## src/rtl/ov7670_capture_param.sv

```systemverilog
// OV7670 capture stage: pairs RGB565 bytes into pixels, decimates in H and V,
// and writes RGB444 or 8-bit luma to a linear frame-buffer address.
module ov7670_capture_param #(
  parameter int ADDR_W   = 17,
  parameter int MAX_ADDR = 76799,
  parameter int H_DECIM  = 4,
  parameter int V_DECIM  = 4
) (
  input  logic              pclk,
  input  logic              reset_n,
  input  logic              vsync,
  input  logic              href,
  input  logic [7:0]        d,
  input  logic              mode,
  output logic [ADDR_W-1:0] addr,
  output logic [11:0]       dout,
  output logic              we,
  output logic              frame_done,
  output logic [7:0]        frame_count,
  output logic              overflow
);

  localparam logic [2:0]        H_LAST = 3'(H_DECIM - 1);
  localparam logic [2:0]        V_LAST = 3'(V_DECIM - 1);
  localparam logic [ADDR_W-1:0] MAX_A  = ADDR_W'(MAX_ADDR);

  logic              vsync_s_q, href_s_q;
  logic [7:0]        d_s_q;

  logic              vsync_prev_q, vsync_prev_d;
  logic              href_prev_q, href_prev_d;
  logic              armed_q, armed_d;
  logic              first_line_q, first_line_d;
  logic              line_active_q, line_active_d;
  logic              phase_q, phase_d;
  logic              mode_q, mode_d;
  logic [7:0]        hi_q, hi_d;
  logic [2:0]        h_cnt_q, h_cnt_d;
  logic [2:0]        v_cnt_q, v_cnt_d;
  logic [ADDR_W-1:0] addr_q, addr_d;
  logic [11:0]       dout_q, dout_d;
  logic              we_q, we_d;
  logic              frame_done_q, frame_done_d;
  logic [7:0]        frame_count_q, frame_count_d;
  logic              overflow_q, overflow_d;
  logic              wrote_q, wrote_d;

  logic [15:0]       pix;
  logic [4:0]        r5, b5;
  logic [5:0]        g6;
  logic [7:0]        r8, g8, b8, luma;
  logic [10:0]       luma_sum;
  logic [11:0]       rgb444;
  logic              vsync_rise, line_start;

  // Camera drives data on the rising edge, so sample mid-cycle.
  always_ff @(negedge pclk or negedge reset_n) begin
    if (!reset_n) begin
      vsync_s_q <= 1'b0;
      href_s_q  <= 1'b0;
      d_s_q     <= 8'd0;
    end else begin
      vsync_s_q <= vsync;
      href_s_q  <= href;
      d_s_q     <= d;
    end
  end

  always_comb begin
    pix      = {hi_q, d_s_q};
    r5       = pix[15:11];
    g6       = pix[10:5];
    b5       = pix[4:0];
    r8       = {r5, r5[4:2]};
    g8       = {g6, g6[5:4]};
    b8       = {b5, b5[4:2]};
    luma_sum = 11'({r8, 1'b0}) + 11'(g8) * 11'd5 + 11'(b8);
    luma     = 8'(luma_sum >> 3);
    rgb444   = {r5[4:1], g6[5:2], b5[4:1]};
  end

  always_comb begin
    vsync_rise    = vsync_s_q & ~vsync_prev_q;
    line_start    = href_s_q & ~href_prev_q;
    vsync_prev_d  = vsync_s_q;
    href_prev_d   = href_s_q;
    armed_d       = armed_q;
    first_line_d  = first_line_q;
    line_active_d = line_active_q;
    phase_d       = phase_q;
    mode_d        = mode_q;
    hi_d          = hi_q;
    h_cnt_d       = h_cnt_q;
    v_cnt_d       = v_cnt_q;
    addr_d        = we_q ? addr_q + ADDR_W'(1) : addr_q;
    dout_d        = dout_q;
    we_d          = 1'b0;
    frame_done_d  = 1'b0;
    frame_count_d = frame_count_q;
    overflow_d    = overflow_q;
    wrote_d       = wrote_q;

    if (vsync_s_q) begin
      // Vertical blanking: abort any line, rewind, and close out the frame.
      armed_d       = 1'b1;
      first_line_d  = 1'b1;
      line_active_d = 1'b0;
      phase_d       = 1'b0;
      h_cnt_d       = 3'd0;
      v_cnt_d       = 3'd0;
      addr_d        = '0;
      mode_d        = mode;
      if (vsync_rise) begin
        overflow_d = 1'b0;
        wrote_d    = 1'b0;
        if (wrote_q) begin
          frame_done_d  = 1'b1;
          frame_count_d = frame_count_q + 8'd1;
        end
      end
    end else if (line_start) begin
      line_active_d = 1'b1;
      phase_d       = 1'b1;
      hi_d          = d_s_q;
      h_cnt_d       = 3'd0;
      if (first_line_q) begin
        first_line_d = 1'b0;
        v_cnt_d      = 3'd0;
      end else begin
        v_cnt_d = (v_cnt_q == V_LAST) ? 3'd0 : v_cnt_q + 3'd1;
      end
    end else if (line_active_q && href_s_q) begin
      if (!phase_q) begin
        hi_d    = d_s_q;
        phase_d = 1'b1;
      end else begin
        phase_d = 1'b0;
        h_cnt_d = (h_cnt_q == H_LAST) ? 3'd0 : h_cnt_q + 3'd1;
        if (armed_q && h_cnt_q == 3'd0 && v_cnt_q == 3'd0) begin
          if (addr_q > MAX_A) begin
            overflow_d = 1'b1;
          end else begin
            we_d    = 1'b1;
            wrote_d = 1'b1;
            dout_d  = mode_q ? {4'b0, luma} : rgb444;
          end
        end
      end
    end else begin
      line_active_d = 1'b0;
      phase_d       = 1'b0;
    end
  end

  always_ff @(posedge pclk or negedge reset_n) begin
    if (!reset_n) begin
      vsync_prev_q  <= 1'b0;
      href_prev_q   <= 1'b0;
      armed_q       <= 1'b0;
      first_line_q  <= 1'b1;
      line_active_q <= 1'b0;
      phase_q       <= 1'b0;
      mode_q        <= 1'b0;
      hi_q          <= 8'd0;
      h_cnt_q       <= 3'd0;
      v_cnt_q       <= 3'd0;
      addr_q        <= '0;
      dout_q        <= 12'd0;
      we_q          <= 1'b0;
      frame_done_q  <= 1'b0;
      frame_count_q <= 8'd0;
      overflow_q    <= 1'b0;
      wrote_q       <= 1'b0;
    end else begin
      vsync_prev_q  <= vsync_prev_d;
      href_prev_q   <= href_prev_d;
      armed_q       <= armed_d;
      first_line_q  <= first_line_d;
      line_active_q <= line_active_d;
      phase_q       <= phase_d;
      mode_q        <= mode_d;
      hi_q          <= hi_d;
      h_cnt_q       <= h_cnt_d;
      v_cnt_q       <= v_cnt_d;
      addr_q        <= addr_d;
      dout_q        <= dout_d;
      we_q          <= we_d;
      frame_done_q  <= frame_done_d;
      frame_count_q <= frame_count_d;
      overflow_q    <= overflow_d;
      wrote_q       <= wrote_d;
    end
  end

  assign addr        = addr_q;
  assign dout        = dout_q;
  assign we          = we_q;
  assign frame_done  = frame_done_q;
  assign frame_count = frame_count_q;
  assign overflow    = overflow_q;

endmodule

```

## config.mk

```make
export PLATFORM = sky130hd
export DESIGN_NAME = ov7670_capture_param
export DESIGN_NICKNAME = d
export VERILOG_FILES = /design/src/rtl/ov7670_capture_param.sv
export SDC_FILE = /design/constraint.sdc
export NUM_CORES = 1
export LEC_CHECK = 0
export ABC_AREA = 1
export BUFFER_PORTS_ARGS = -buffer_cell sky130_fd_sc_hd__buf_2
export CAP_MARGIN = 10
export CORE_AREA = 2 2 85 87
export CTS_CLUSTER_SIZE = 20
export DETAILED_ROUTE_END_ITERATION = 6
export DIE_AREA = 0 0 87 89
export PLACE_DENSITY = 0.84
export SETUP_SLACK_MARGIN = 0.02
export SYNTH_ARGS = -nofsm -noshare
export SYNTH_HDL_FRONTEND = slang
export SYNTH_SLANG_ARGS = --single-unit
```

## constraint.sdc

```tcl
create_clock -name pclk -period 5.95 [get_ports pclk]
set_input_delay 0.8925 -clock pclk [delete_from_list [all_inputs] [get_ports pclk]]
set_output_delay 0.8925 -clock pclk [all_outputs]
set_load 0.02 [all_outputs]
```

# Word level (Yosys, flattened, before mapping)

Index checks and enable logic that the tools add are counted.

Flip-flop bits (word level): 72
Logic and storage cells: 108

$add $sub $neg: 6
Multiply operators: 1
Order comparisons: 1
Eq/ne operators: 7
Muxes and demuxes: 46
Bitwise operators: 7
Reductions and logical operators: 20

Operators with widths:

| cell                                                  | count |
|---|---|
| 2-to-1 mux 17 bit                                     | 2 |
| 2-to-1 mux 1 bit                                      | 31 |
| 2-to-1 mux 3 bit                                      | 9 |
| 2-to-1 mux 8 bit                                      | 3 |
| AND reduction 6 bit                                   | 3 |
| adder 17 x 1 -> 17 bit, second input constant         | 1 |
| greater-than comparator 17 bit, second input constant | 1 |
| nonzero test 2 bit                                    | 7 |
| 2-to-1 mux 12 bit                                     | 1 |
| adder 11 x 8 -> 11 bit                                | 1 |
| adder 9 x 11 -> 11 bit                                | 1 |
| multiplier 8 x 3 -> 11 bit, second input constant     | 1 |
| adder 8 x 1 -> 8 bit, second input constant           | 1 |
| adder 3 x 1 -> 3 bit, second input constant           | 2 |
| equality test 3 x 2 -> 1 bit, second input constant   | 2 |
| logical NOT 3 bit                                     | 2 |
| AND reduction 3 bit                                   | 2 |
| nonzero test 3 bit                                    | 2 |
| inverter 1 bit                                        | 5 |
| inequality test 2 x 1 -> 1 bit, second input constant | 2 |
| inequality test 2 bit, second input constant          | 2 |
| logical AND 1 bit                                     | 3 |
| inequality test 3 bit, second input constant          | 1 |
| bitwise AND 1 bit                                     | 2 |
| AND reduction 2 bit                                   | 1 |

# Longest topological paths before layout

Depth after elaboration: 8
Mapped depth: 16

==> metrics.txt <==
GRT Overall Usage 0.249; antenna violations before repair 0; status completed; crit path kind flip-flop to flip-flop; commonest cells after routing, fill and taps aside nand2_1 (95), inv_1 (87), dfrtp_1 (61); Min-Delay Path Class primary input to asynchronous set/reset pin; Worst Path Arrival between 6000 and 7000 ps; Worst Setup Start Kind flip-flop; register bit total from synthesis about 70; Clock Tree Root clkbuf_8; crit end category flip-flop; max-slew violation count 0; Core Util, Final 0.718; htree depth 3; hold_buf cts 0; Seq/Total Area, Yosys 0.433; Initial Util 0.620; reg2reg start d_s_q[7]$_DFF_NN0_; Antenna diodes 0; setup TNS 0 ps; Final HPWL DP between 6000 and 7000 µm; synthesized cell area between 4000 and 5000 µm²; Reg area about 1800 µm²; worst skew pair latency 350 ps; Cell Pwr Density about 340 nW/µm²; Worst-Margin Slew 442 ps; most common cell after layout, fill and taps aside nand2_1; P&R area growth vs syn 15.8%; Die H around 89 µm; VDD IR-drop max ~0.00017 V; via count around 3,500; number of global-route vias before repair 3,301; final hold violations 0; Netlist cell types 38; WL per Instance about 15 µm; Clk pin slew, worst setup/hold paths roughly 70 ps; Req. time, crit path between 6000 and 7000 ps; RR Endpoint dout[6]$_DFFE_PN0P_; CP max stage delay about 500 ps; total congestion overflow 0; critical path's top delay family adder cells; IO Pins 53; max_cap viols 0; r2r setup slk 100 ps; first-pass GRT wire length 14,800 µm; Final #Nets about 600; Mapped Nets between 500 and 600; FF-to-FF path depth 15; number of cell rows 30; Clock Path Buffers 2; Avg Inst Size Synth 8.67 µm²; Cells after Synth 480; Slew HR 0.705; Ys Warns 0; layout cells sized above 1 0.238; area of the multi-input gates 2050 µm²; initial DRC count 298; final setup vio count 0; die width about 87 µm; CP bufs+invs 2; fillers 494; CP max stage cell fa_1; critical-path maximum fanout 4; CTS tree built; Post-Layout Inst Area around 4800 µm²; Num Clock Sinks 72; Placed Area ~4500 µm²; final WL roughly 9200 µm; DRT Pass-1 Iters 5; Core Area roughly 6700 µm²; largest net degree at the start of global routing 37; PortBufs 52; clock skew approximately 23 ps; die area 7740 µm²; P_leak ~0.0026 µW; drt drc 0; Num CTS Buffers 9; Antenna Nets Post-Route 0; unrepaired setup endpoints after global routing yes; CP most frequent cell nand2_1; vias per cell ~5.5; CP Cell Sequence ha_1, fa_1, inv_1, fa_1, inv_2, ha_4, nand2_4, nand3b_1, nand2_2, nand2_2, nand2_1, nand2_1, nand3_1, nand2_1, nand2_1; gp weighted congestion 0.886
==> registers in the layout, indices dropped and copies added (netlist names), 3 cells and up <==
| name | count |
|---|---|
| addr | 17 |
| h_cnt_q | 3 |
| dout | 12 |
| d_s_q | 8 |
| v_cnt_q | 3 |
| hi_q | 8 |
| frame_count | 8 |
==> metrics by stage <==
step,cells,worst slack (ps),hold WS (ps),total power (µW)
floorplan,480,153,437,963
global placement,607,64.0,453,1060
detailed placement,607,-62.7,453,1090
CTS,623,36.3,460,1520
global route,626,-75.6,476,1750
finish,626,97.6,453,1640
==> cells in the mapped netlist (all sizes together) <==
| cell | number | share of area |
|---|---|---|
| nand2 | 117 | 0.12 |
| inv | 92 | 0.083 |
| dfrtp | 61 | 0.37 |
| o21ai | 37 | 0.054 |
| nor2 | 35 | 0.039 |
| nand3 | 27 | 0.035 |
| ha | 24 | 0.072 |
| a21oi | 13 | 0.016 |
| fa | 13 | 0.063 |
| dfrtn | 10 | 0.060 |
| nor3 | 10 | 0.015 |
| nand4 | 8 | 0.012 |
| clkbuf | 5 | 0.0045 |
| xor2 | 5 | 0.011 |
| xnor2 | 4 | 0.0084 |
| a211oi | 3 | 0.0054 |
| buf | 3 | 0.011 |
| a31oi | 2 | 0.0030 |
| or2 | 2 | 0.0030 |
| a21boi | 1 | 0.0018 |
| and2 | 1 | 0.0018 |
| dfstp | 1 | 0.0063 |
| nand3b | 1 | 0.0018 |
| o211a | 1 | 0.0024 |
| o21bai | 1 | 0.0018 |
| o221ai | 1 | 0.0021 |
| o22ai | 1 | 0.0015 |
| o32ai | 1 | 0.0021 |
==> final cells by class <==
cell class,instances,share of cell area
repair buffers,58,0.0633
well taps,80,0.0208
multi-input cells,308,0.426
clock buffers,11,0.0273
flip-flops and latches,72,0.374
clock inverters,5,0.0169
inverters,92,0.0716
==> timing repair <==
| item | in CTS | in global routing |
|---|---|---|
| buffers inserted | 0 | 3 |
| setup endpoints to repair | 3 | 7 |
| endpoints found under the hold margin | 0 | 0 |
| resized for setup | 3 | 20 |
| pin swaps | 0 | 17 |
==> power by group <==
group	internal (µW)	leakage, µW	switching [µW]	total (µW)
clock	236	0.000104	186	422
combinational	267	0.00154	407	674
sequential	517	0.000949	30.1	547
total	1020	0.00259	623	1640
==> worst register-to-register path, delay by kind of cell (launching register included) <==
| family | cells | cell delay [ps] |
|---|---|---|
| adders and majority gates | 4 | 1530 |
| buffers and inverters | 2 | 100 |
| DFF | 1 | 480 |
| and+or+nand+nor | 9 | 740 |
==> cell families after synthesis <==
group / count (synthesis) / synth area share
and+or+nand+nor: 201 / 0.225
AOI/OAI and AO/OA: 61 / 0.0901
adders and majority gates: 37 / 0.135
xor gates and xnor gates: 9 / 0.0189
DFF: 72 / 0.433
buffers and inverters: 100 / 0.0983
==> per-layer routing <==
layer,part of all wire,track usage
met5,0,0
met4,0.031,0.115
met3,0.060,0.0397
met2,0.51,0.427
met1,0.40,0.310
==> worst max path at each step <==
| stage | startpoint | end | slack, ps | cells after the start |
|---|---|---|---|---|
| floorplan | d_s_q[6]$_DFF_NN0_ | dout[7]$_DFFE_PN0P_ | 150 | 12 |
| global placement | d_s_q[6]$_DFF_NN0_ | dout[3]$_DFFE_PN0P_ | 60 | 11 |
| detailed placement | d_s_q[6]$_DFF_NN0_ | dout[3]$_DFFE_PN0P_ | -60 | 11 |
| CTS | d_s_q[5]$_DFF_NN0_ | dout[6]$_DFFE_PN0P_ | 40 | 14 |
| global route | d_s_q[7]$_DFF_NN0_ | dout[6]$_DFFE_PN0P_ | -80 | 15 |
| finish | d_s_q[7]$_DFF_NN0_ | dout[6]$_DFFE_PN0P_ | 100 | 15 |
(Power assumes the default switching activity.)
